--- src/rtl/serial_add_ctrl_if.sv ---
// -----------------------------------------------------------------------------
// serial_add_ctrl_if
// Host <-> serial adder handshake bundle.
//   start  host -> adder   request; accepted only when the adder is idle/done
//   A, B   host -> adder   WIDTH-bit addends, captured on accepted start
//   Ci     host -> adder   carry-in, captured on accepted start
//   busy   adder -> host   high while the bit-serial add is in progress
//   done   adder -> host   one-cycle pulse, S/Co (and ovf) valid
//   S, Co  adder -> host   registered sum / carry-out, held until next result
//   ovf    adder -> host   two's-complement overflow (only with SERIAL_ADD_OVF_EN)
// Modports: master = host side, slave = adder side.
// -----------------------------------------------------------------------------
interface serial_add_ctrl_if #(
    parameter int WIDTH = 4
);
    logic             start;
    logic [WIDTH-1:0] A;
    logic [WIDTH-1:0] B;
    logic             Ci;
    logic             busy;
    logic             done;
    logic [WIDTH-1:0] S;
    logic             Co;
`ifdef SERIAL_ADD_OVF_EN
    logic             ovf;
`endif

    modport master (
        output start, A, B, Ci,
        input  busy, done, S, Co
`ifdef SERIAL_ADD_OVF_EN
        , input ovf
`endif
    );

    modport slave (
        input  start, A, B, Ci,
        output busy, done, S, Co
`ifdef SERIAL_ADD_OVF_EN
        , output ovf
`endif
    );
endinterface

--- src/rtl/serial_add_ctrl.sv ---
// -----------------------------------------------------------------------------
// serial_add_ctrl
// Bit-serial adder: a single full-adder cell processes the operands LSB first,
// one bit per clock, under control of a three-state FSM (IDLE/SHIFT/DONE).
//
// Ports
//   clk    in   rising-edge clock
//   rst_n  in   asynchronous active-low reset (aborts any add in progress)
//   bus    serial_add_ctrl_if.slave: start/A/B/Ci in, busy/done/S/Co out
//
// Parameters
//   WIDTH  operand / sum width (>= 2)
//   CNT_W  bit-counter width, 2**CNT_W > WIDTH
//
// Optional feature macro: SERIAL_ADD_OVF_EN
//   When defined, bus.ovf reports two's-complement overflow of the last add
//   (carry into MSB XOR carry out), registered and held alongside S/Co.
//
// Timing: start sampled at edge k -> WIDTH SHIFT cycles -> done in cycle
// k+WIDTH+1. A start seen in DONE launches the next add immediately.
// -----------------------------------------------------------------------------
module serial_add_ctrl #(
    parameter int WIDTH = 4,
    parameter int CNT_W = 3
) (
    input  logic              clk,
    input  logic              rst_n,
    serial_add_ctrl_if.slave  bus
);

    typedef enum logic [1:0] {
        ST_IDLE  = 2'd0,
        ST_SHIFT = 2'd1,
        ST_DONE  = 2'd2
    } state_t;

    state_t           state_reg, state_next;

    logic [WIDTH-1:0] ra_reg;     // operand A, shifted right each SHIFT cycle
    logic [WIDTH-1:0] rb_reg;     // operand B, shifted right each SHIFT cycle
    logic [WIDTH-1:0] rs_reg;     // partial sum, filled from the MSB side
    logic             c_reg;      // running carry
    logic [CNT_W-1:0] cnt_reg;    // bits processed so far
    logic [WIDTH-1:0] s_reg;
    logic             co_reg;
`ifdef SERIAL_ADD_OVF_EN
    logic             ovf_reg;
`endif

    logic             sum_bit;
    logic             carry_bit;
    logic             accept;
    logic             last_shift;
    logic [WIDTH-1:0] rs_shifted;

    // Shared full-adder cell.
    assign sum_bit   = ra_reg[0] ^ rb_reg[0] ^ c_reg;
    assign carry_bit = (ra_reg[0] & rb_reg[0]) | (c_reg & (ra_reg[0] ^ rb_reg[0]));

    // New sum bit enters at the MSB; after WIDTH shifts the LSB sits at bit 0.
    assign rs_shifted = {sum_bit, rs_reg[WIDTH-1:1]};

    // start is only honoured when no add is in flight.
    assign accept     = bus.start && ((state_reg == ST_IDLE) || (state_reg == ST_DONE));
    assign last_shift = (state_reg == ST_SHIFT) && (cnt_reg == CNT_W'(WIDTH - 1));

    // ------------------------------------------------------------------
    // FSM state register
    // ------------------------------------------------------------------
    always_ff @(posedge clk or negedge rst_n) begin
        if (!rst_n) begin
            state_reg <= ST_IDLE;
        end else begin
            state_reg <= state_next;
        end
    end

    // ------------------------------------------------------------------
    // FSM next-state logic
    // ------------------------------------------------------------------
    always_comb begin
        state_next = state_reg;
        unique case (state_reg)
            ST_IDLE: begin
                if (accept) state_next = ST_SHIFT;
            end
            ST_SHIFT: begin
                if (last_shift) state_next = ST_DONE;
            end
            ST_DONE: begin
                state_next = accept ? ST_SHIFT : ST_IDLE;
            end
            default: state_next = ST_IDLE;
        endcase
    end

    // ------------------------------------------------------------------
    // Datapath: operand capture, serial shift, result registers
    // ------------------------------------------------------------------
    always_ff @(posedge clk or negedge rst_n) begin
        if (!rst_n) begin
            ra_reg  <= '0;
            rb_reg  <= '0;
            rs_reg  <= '0;
            c_reg   <= 1'b0;
            cnt_reg <= '0;
            s_reg   <= '0;
            co_reg  <= 1'b0;
`ifdef SERIAL_ADD_OVF_EN
            ovf_reg <= 1'b0;
`endif
        end else if (accept) begin
            ra_reg  <= bus.A;
            rb_reg  <= bus.B;
            c_reg   <= bus.Ci;
            rs_reg  <= '0;
            cnt_reg <= '0;
        end else if (state_reg == ST_SHIFT) begin
            ra_reg  <= ra_reg >> 1;
            rb_reg  <= rb_reg >> 1;
            rs_reg  <= rs_shifted;
            c_reg   <= carry_bit;
            cnt_reg <= cnt_reg + CNT_W'(1);
            if (last_shift) begin
                s_reg  <= rs_shifted;
                co_reg <= carry_bit;
`ifdef SERIAL_ADD_OVF_EN
                // On the MSB cycle c_reg is the carry into the MSB.
                ovf_reg <= c_reg ^ carry_bit;
`endif
            end
        end
    end

    // Outputs decode straight from registered state, so no glitches.
    assign bus.busy = (state_reg == ST_SHIFT);
    assign bus.done = (state_reg == ST_DONE);
    assign bus.S    = s_reg;
    assign bus.Co   = co_reg;
`ifdef SERIAL_ADD_OVF_EN
    assign bus.ovf  = ovf_reg;
`endif

endmodule

--- src/flat_wrapper.sv ---
// flat-port wrapper written by rule: the top's interface ports become plain ports
module serial_add_ctrl_flat 
#(
    parameter int WIDTH = 4,
    parameter int CNT_W = 3
)
  (clk, rst_n, bus_start, bus_A, bus_B, bus_Ci, bus_busy, bus_done, bus_S, bus_Co);
  serial_add_ctrl_if #(.WIDTH(WIDTH)) bus_i ();
  input  logic clk;
  input  logic rst_n;
  input wire logic [$bits(bus_i.start)-1:0] bus_start;
  input wire logic [$bits(bus_i.A)-1:0] bus_A;
  input wire logic [$bits(bus_i.B)-1:0] bus_B;
  input wire logic [$bits(bus_i.Ci)-1:0] bus_Ci;
  output wire logic [$bits(bus_i.busy)-1:0] bus_busy;
  output wire logic [$bits(bus_i.done)-1:0] bus_done;
  output wire logic [$bits(bus_i.S)-1:0] bus_S;
  output wire logic [$bits(bus_i.Co)-1:0] bus_Co;
  assign bus_i.start = bus_start;
  assign bus_i.A = bus_A;
  assign bus_i.B = bus_B;
  assign bus_i.Ci = bus_Ci;
  assign bus_busy = bus_i.busy;
  assign bus_done = bus_i.done;
  assign bus_S = bus_i.S;
  assign bus_Co = bus_i.Co;
  serial_add_ctrl #(.WIDTH(WIDTH), .CNT_W(CNT_W)) u_core (.clk(clk), .rst_n(rst_n), .bus(bus_i));
endmodule
--- config.mk ---
export PLATFORM = sky130hd
export DESIGN_NAME = serial_add_ctrl_flat
export DESIGN_NICKNAME = d
export VERILOG_FILES = /design/src/rtl/serial_add_ctrl_if.sv /design/src/rtl/serial_add_ctrl.sv /design/src/flat_wrapper.sv
export SDC_FILE = /design/constraint.sdc
export NUM_CORES = 1
export LEC_CHECK = 0
export ABC_AREA = 1
export CELL_PAD_IN_SITES_DETAIL_PLACEMENT = 0
export CELL_PAD_IN_SITES_GLOBAL_PLACEMENT = 2
export CORE_UTILIZATION = 30
export CTS_CLUSTER_DIAMETER = 50
export DETAILED_ROUTE_END_ITERATION = 8
export MAX_ROUTING_LAYER = met4
export PLACE_DENSITY = 0.77
export SYNTH_ARGS = -nofsm -noshare
export SYNTH_HDL_FRONTEND = slang
export SYNTH_SLANG_ARGS = --single-unit
--- constraint.sdc ---
create_clock -name clk -period 1.8 [get_ports clk]
set_clock_uncertainty 0.15 [all_clocks]
set_input_delay 0.36 -clock clk [delete_from_list [all_inputs] [get_ports clk]]
set_output_delay 0.36 -clock clk [all_outputs]
set_load 0.01 [all_outputs]
==> results.py, run 1 <==
metrics = {
    "status": {
        "status": "finished clean",
    },
    "die": {
        "initial_utilization_pct": 32.1,
        "die_area_um2": 3530,
        "die_w_um": 59.4,
        "io_pins": 19,
        "die_height_um": 59.4,
        "core_area_um2": 3080,
        "num_rows": 20,
    },
    "routing": {
        "wl_um": 1910,
        "drt-vias-per-instance": 4.31,
        "wl_per_cell_um": 10.9,
        "drt_first_pass_iters": 3,
        "drc": 0,
        "detail-route-antenna-nets": 0,
        "dr_total_vias": 754,
        "drt_iter0_drc": 17,
    },
    "global_route": {
        "grt_pass1_wl_um": 3280,
        "grt_max_degree": 23,
        "gr-total-overflow": 0,
        "grt_pass1_vias": 705,
        "antenna_found_initial": 0,
        "track_usage_pct": 13.0,
    },
    "timing": {
        "period_needed_ps": 1720,
        "relSlewSlack_pct": 71.2,
        "hold_viol": 0,
        "max_clock_freq_mhz": 580,
        "tightest_slew_ps": 430,
        "timing.hold.ws_ps": 232,
        "rsz0062_at_grt": "false",
        "period_share_pct": 95.7,
        "setup_ws_ps": 77.2,
        "setup_tns_ps": 0,
        "drv_slew": 0,
        "setup_viol": 0,
    },
    "setup_path": {
        "critPathArrivalTime_ps": 1210,
        "cp_max_fo": 2,
        "r2r-start": "u_core.cnt_reg[0]$_DFFE_PN0P_",
        "cp-start-kind": "register",
        "reg2reg_depth": 6,
        "end_kind": "output port",
        "path_class": "reg -> out",
        "cp.required_ps": 1290,
        "rrSetupSlack_ps": 320,
        "reg2reg_to": "u_core.bus.S[1]$_DFFE_PN0P_",
    },
    "clock_tree": {
        "htreeDepth": 1,
        "insertion_delay_ps": 310,
        "cts.sinks": 22,
        "cts_buffer_depth": 2,
        "numCtsBuffers": 3,
        "clockRootBuffer": "clkbuf_4",
        "clkTransAtPathRegs_ps": 120,
        "tritoncts": "yes",
    },
    "yosys": {
        "synth.top_cell.area_share_pct": 55.7,
        "synth_top_area_cell": "dfrtp_1",
        "synthMuxAreaShare_pct": 0,
        "yosysWarningCount": 0,
        "synthTopCellsByArea": "dfrtp_1 (56%), nand2_1 (16%), nand3_1 (11%)",
        "syn-num-nets": 122,
        "yosysUniqueCellTypes": 13,
        "ys_seq_area_share_pct": 55.7,
        "synth_seq_cells": 22,
        "synth-simple-area-share_pct": 30.9,
        "synthAdderAreaFrac_pct": 4.56,
        "synth_area_um2": 988,
        "postSynthAreaPerCell_um2": 9.24,
        "synth_top_family_by_area": "simple AND/OR/NAND/NOR gates",
        "synthCells": 107,
        "synth_compound_area_share_pct": 2.03,
        "synth_xor_area_share_pct": 0,
    },
    "final_layout": {
        "nets": 147,
        "seq_area_um2": 551,
        "multi_input_comb_area_um2": 370,
        "diodes": 0,
        "num-fill-cells": 322,
        "layoutNonFillerInstCount": 175,
        "layout-drive-gt1-share_pct": 10.7,
        "area_delta_synth_final_pct": 27.3,
    },
    "power_and_ir_drop": {
        "power.leakage_uw": 0.000621,
        "p_per_area_nw_per_um2": 1600,
        "ir_drop_v": 0.000633,
    },
    "placement": {
        "io_buffer_count": 18,
        "place_ws_ps": 133,
        "gp_congestion": 0.698,
        "dp_hpwl_um": 1260,
        "dpl.cell_count": 169,
    },
    "job": {
        "maxCapViolations": 0,
    },
    "min_path": {
        "hold_path_class": "in -> async",
    },
}
[worst max-delay path, stage by stage, from the launching register on]
cell             delay [ps]
dfrtp_1                 400
buf_4                   140
nor2_4                  110
clkdlybuf4s15_1         260
[cells by family (layout without fill, tap and decap cells)]
group                      Yosys count  count (layout)
and+or+nand+nor                     68              68
adders and majority gates            3               3
AOI/OAI and AO/OA                    4               4
buffers and inverters               10              34
DFF                                 22              22
[layout by cell type (no fill, tap or decap), types with 2 or more instances in the layout]
cell type	instances
clkbuf_4	3
nor2_1	2
inv_1	6
nand2_1	41
buf_4	6
nand3_1	21
o21ai_1	4
clkdlybuf4s50_1	16
dfrtp_1	22
ha_1	2
[power breakdown]
group | switching [µW] | total, µW | internal (µW)
Sequential | 127 | 838 | 711
Clock | 149 | 273 | 124
Combinational | 499 | 907 | 409
[metal layers]
layer / vias to the layer above / part of all wire (%) / global-route usage (%)
met2: 16 / 46 / 20.7
met1: 345 / 49 / 16.2
met3: 2 / 4.6 / 4.59
met4: 0 / 0.26 / 2.04
li1: 391 / - / -
met5: - / 0 / -
[stage by stage]
stage / util [%] / area, µm² / total power [µW]
6_report: 40.9 / 1260 / 2020
5_1_grt: 40.9 / 1260 / 2220
4_1_cts: 40.9 / 1260 / 2040
3_5_place_dp: 39.3 / 1210 / 1750
3_3_place_gp: 39.3 / 1210 / 1740
2_1_floorplan: - / 988 / 1480
[how the worst max path moves through the flow]
stage | start | to | slack (ps) | cells past startpoint
6_report | u_core.state_reg[1]$_DFFE_PN0P_ | bus_busy | 80 | 3
5_1_grt | u_core.state_reg[1]$_DFFE_PN0P_ | bus_busy | 4 | 3
4_1_cts | u_core.state_reg[1]$_DFFE_PN0P_ | bus_busy | 30 | 3
3_5_place_dp | u_core.state_reg[0]$_DFFE_PN0P_ | bus_busy | 130 | 3
3_3_place_gp | u_core.state_reg[0]$_DFFE_PN0P_ | bus_busy | 140 | 3
2_1_floorplan | u_core.cnt_reg[0]$_DFFE_PN0P_ | u_core.bus.Co$_DFFE_PN0P_ | 540 | 6
[layout make-up]
cell class | count | share of cell area (%)
Sequential cell | 22 | 43.7
Multi-Input combinational cell | 75 | 29.4
Timing Repair Buffer | 24 | 17.8
Tap cell | 44 | 4.37
Clock buffer | 4 | 2.88
Inverter | 6 | 1.79
[synthesized netlist by cell type]
master   instances
nand2_4          1
nand2_1         41
o21ai_1          4
ha_1             2
nand3_1         21
nand3_2          1
nor2_4           1
inv_1            6
dfrtp_1         22
nor2_1           2
buf_6            4
fa_1             1
nor2_2           1
[repair_timing]
action	in CTS	in global routing
setup buffers	2	0
hold buffers	0	0
resized for setup	2	1
setup endpoints to repair	2	1
Note: power is estimated with default switching activity, not from simulation.
==> run 2, diff against run 1 <==
--- a/config.mk
+++ b/config.mk
@@ -8,6 +8,7 @@
 export ABC_AREA = 1
 export CELL_PAD_IN_SITES_DETAIL_PLACEMENT = 0
 export CELL_PAD_IN_SITES_GLOBAL_PLACEMENT = 2
+export CORE_MARGIN = 2
 export CORE_UTILIZATION = 30
 export CTS_CLUSTER_DIAMETER = 50
 export DETAILED_ROUTE_END_ITERATION = 8
==> run 2 against run 1 <==
Effect of this change: worst hold slack better by 20 ps; count of clock-buffer cells in the layout is 1 lower; utilization is 0.81 points lower; non-clock buffer count stayed put; global-route usage is 1.4 points lower; final cell count is 0.57% lower; via count is 0.40% lower; register-to-register slack worse by 20 ps; sequential share of layout area is 0.53 points higher; power is 3.4% lower.
==> results.py, run 2 (synthesis results as in run 1) <==
metrics = {
    "placement": {
        "gp_congestion": 0.669,
        "dp_hpwl_um": 1260,
        "io_buffer_count": 18,
    },
    "setup_path": {
        "cp.required_ps": 1290,
        "end_kind": "output port",
        "cp_num_buf_inv": 2,
        "rrSetupSlack_ps": 300,
        "reg2reg_to": "u_core.bus.Co$_DFFE_PN0P_",
        "critPathArrivalTime_ps": 1200,
        "path_cells": "buf_4 -> nor2_4 -> dlygate4sd2_1",
        "slowest_delay_ps": 390,
        "cp_max_fo": 2,
        "reg2reg_depth": 6,
        "cp-start-kind": "register",
        "cpLargestDelayFamily": "buffers and inverters",
        "critical-path-slowest-cell": "dfrtp_1",
        "r2r-start": "u_core.cnt_reg[0]$_DFFE_PN0P_",
        "path_class": "reg -> out",
    },
    "final_layout": {
        "num-fill-cells": 341,
        "fin_util_pct": 40.1,
        "diodes": 0,
        "area_delta_synth_final_pct": 25.8,
        "final_cell_mix": "nand2_1 (41), dfrtp_1 (22), nand3_1 (21)",
        "nets": 147,
        "layout_commonest_cell": "nand2_1",
        "layout-drive-gt1-share_pct": 10.8,
    },
    "timing": {
        "period_needed_ps": 1710,
        "setup_tns_ps": 0,
        "rsz0062_at_grt": "false",
        "max_clock_freq_mhz": 584,
        "tightest_slew_ps": 425,
        "drv_slew": 0,
        "hold_viol": 0,
        "setup_viol": 0,
        "period_share_pct": 95.1,
        "relSlewSlack_pct": 71.5,
    },
    "die": {
        "die_w_um": 61.4,
        "core_area_um2": 3100,
        "io_pins": 19,
        "num_rows": 20,
        "die_height_um": 61.4,
        "initial_utilization_pct": 31.9,
        "die_area_um2": 3770,
    },
    "job": {
        "maxCapViolations": 0,
    },
    "routing": {
        "drt_iter0_drc": 40,
        "wl_met3_um": 80,
        "wl_um": 1900,
        "highest_layer": "met4",
        "wl_met2_um": 860,
        "detail-route-antenna-nets": 0,
        "drc": 0,
        "dr_total_vias": 751,
        "wl_met1_um": 947,
        "wl_per_cell_um": 10.9,
        "drt-vias-per-instance": 4.32,
        "drt_first_pass_iters": 4,
    },
    "clock_tree": {
        "clockRootBuffer": "clkbuf_4",
        "cts_buffer_depth": 2,
        "htreeDepth": 1,
        "clkTransAtPathRegs_ps": 110,
        "numCtsBuffers": 3,
        "cts.sinks": 22,
        "tritoncts": "yes",
        "insertion_delay_ps": 290,
    },
    "global_route": {
        "grt_pass1_wl_um": 3080,
        "grt_pass1_vias": 674,
        "gr-total-overflow": 0,
        "antenna_found_initial": 0,
        "track_usage_pct": 11.6,
        "grt_max_degree": 23,
    },
    "power_and_ir_drop": {
        "p_per_area_nw_per_um2": 1570,
        "ir_drop_v": 0.000477,
        "power.leakage_uw": 0.000613,
    },
    "min_path": {
        "hold_path_class": "in -> async",
    },
    "status": {
        "status": "finished clean",
    },
}
[run 2: changes by cell type in the layout (fill, tap and decap cells not counted), sizes merged]
cell	delta
clkdlybuf4s15	-1
clkbuf	-1
dlygate4sd2	+1
[run 2: layer usage]
| layer | vias up | GRT usage (%) |
|---|---|---|
| li1 | 391 | - |
| met1 | 344 | 16.0 |
| met2 | 14 | 17.2 |
| met3 | 2 | 2.52 |
| met4 | 0 | 3.65 |
| met5 | - | - |
[run 2: how the worst max path moves through the flow]
stage	start	endpoint	slack (ps)	depth (start not counted)
2_1_floorplan	u_core.cnt_reg[0]$_DFFE_PN0P_	u_core.bus.Co$_DFFE_PN0P_	540	6
3_3_place_gp	u_core.state_reg[0]$_DFFE_PN0P_	bus_busy	150	3
3_5_place_dp	u_core.state_reg[0]$_DFFE_PN0P_	bus_busy	150	3
4_1_cts	u_core.state_reg[1]$_DFFE_PN0P_	bus_busy	60	3
5_1_grt	u_core.state_reg[1]$_DFFE_PN0P_	bus_busy	30	3
6_report	u_core.state_reg[1]$_DFFE_PN0P_	bus_busy	90	3
[run 2: final cells by class]
class                      instances  area, µm²  share of cell area (%)
multi-input combinational         75        370                    29.8
timing repair buffer              24        223                    17.9
tap                               44       55.1                    4.43
sequential                        22        551                    44.3
clock buffer                       3       22.5                    1.81
inverter                           6       22.5                    1.81
[run 2: power by group]
part / total [µW] / leakage [µW] / internal, µW / switching [µW]
combinational: 895 / 0.000320 / 405 / 490
clock: 215 / 0.0000138 / 77.8 / 137
sequential: 839 / 0.000279 / 711 / 128
[run 2: what timing repair did]
action,in CTS,in global routing
hold buffers,0,0
pin swaps,0,0
buffers inserted,2,0
endpoints found under the setup margin,2,1
resized for setup,2,1
hold endpoints to repair,0,0
cloned,0,0
[run 2: through the flow]
step,hold slack (ps),setup slack [ps],power (µW),cell area (µm²),std cells
6_report,253,88.6,1950,1240,174
5_1_grt,264,26.0,2130,1240,174
3_3_place_gp,310,150,1730,1210,169
2_1_floorplan,-85.6,541,1480,988,107
3_5_place_dp,315,148,1740,1210,169
4_1_cts,252,61.6,1980,1240,174
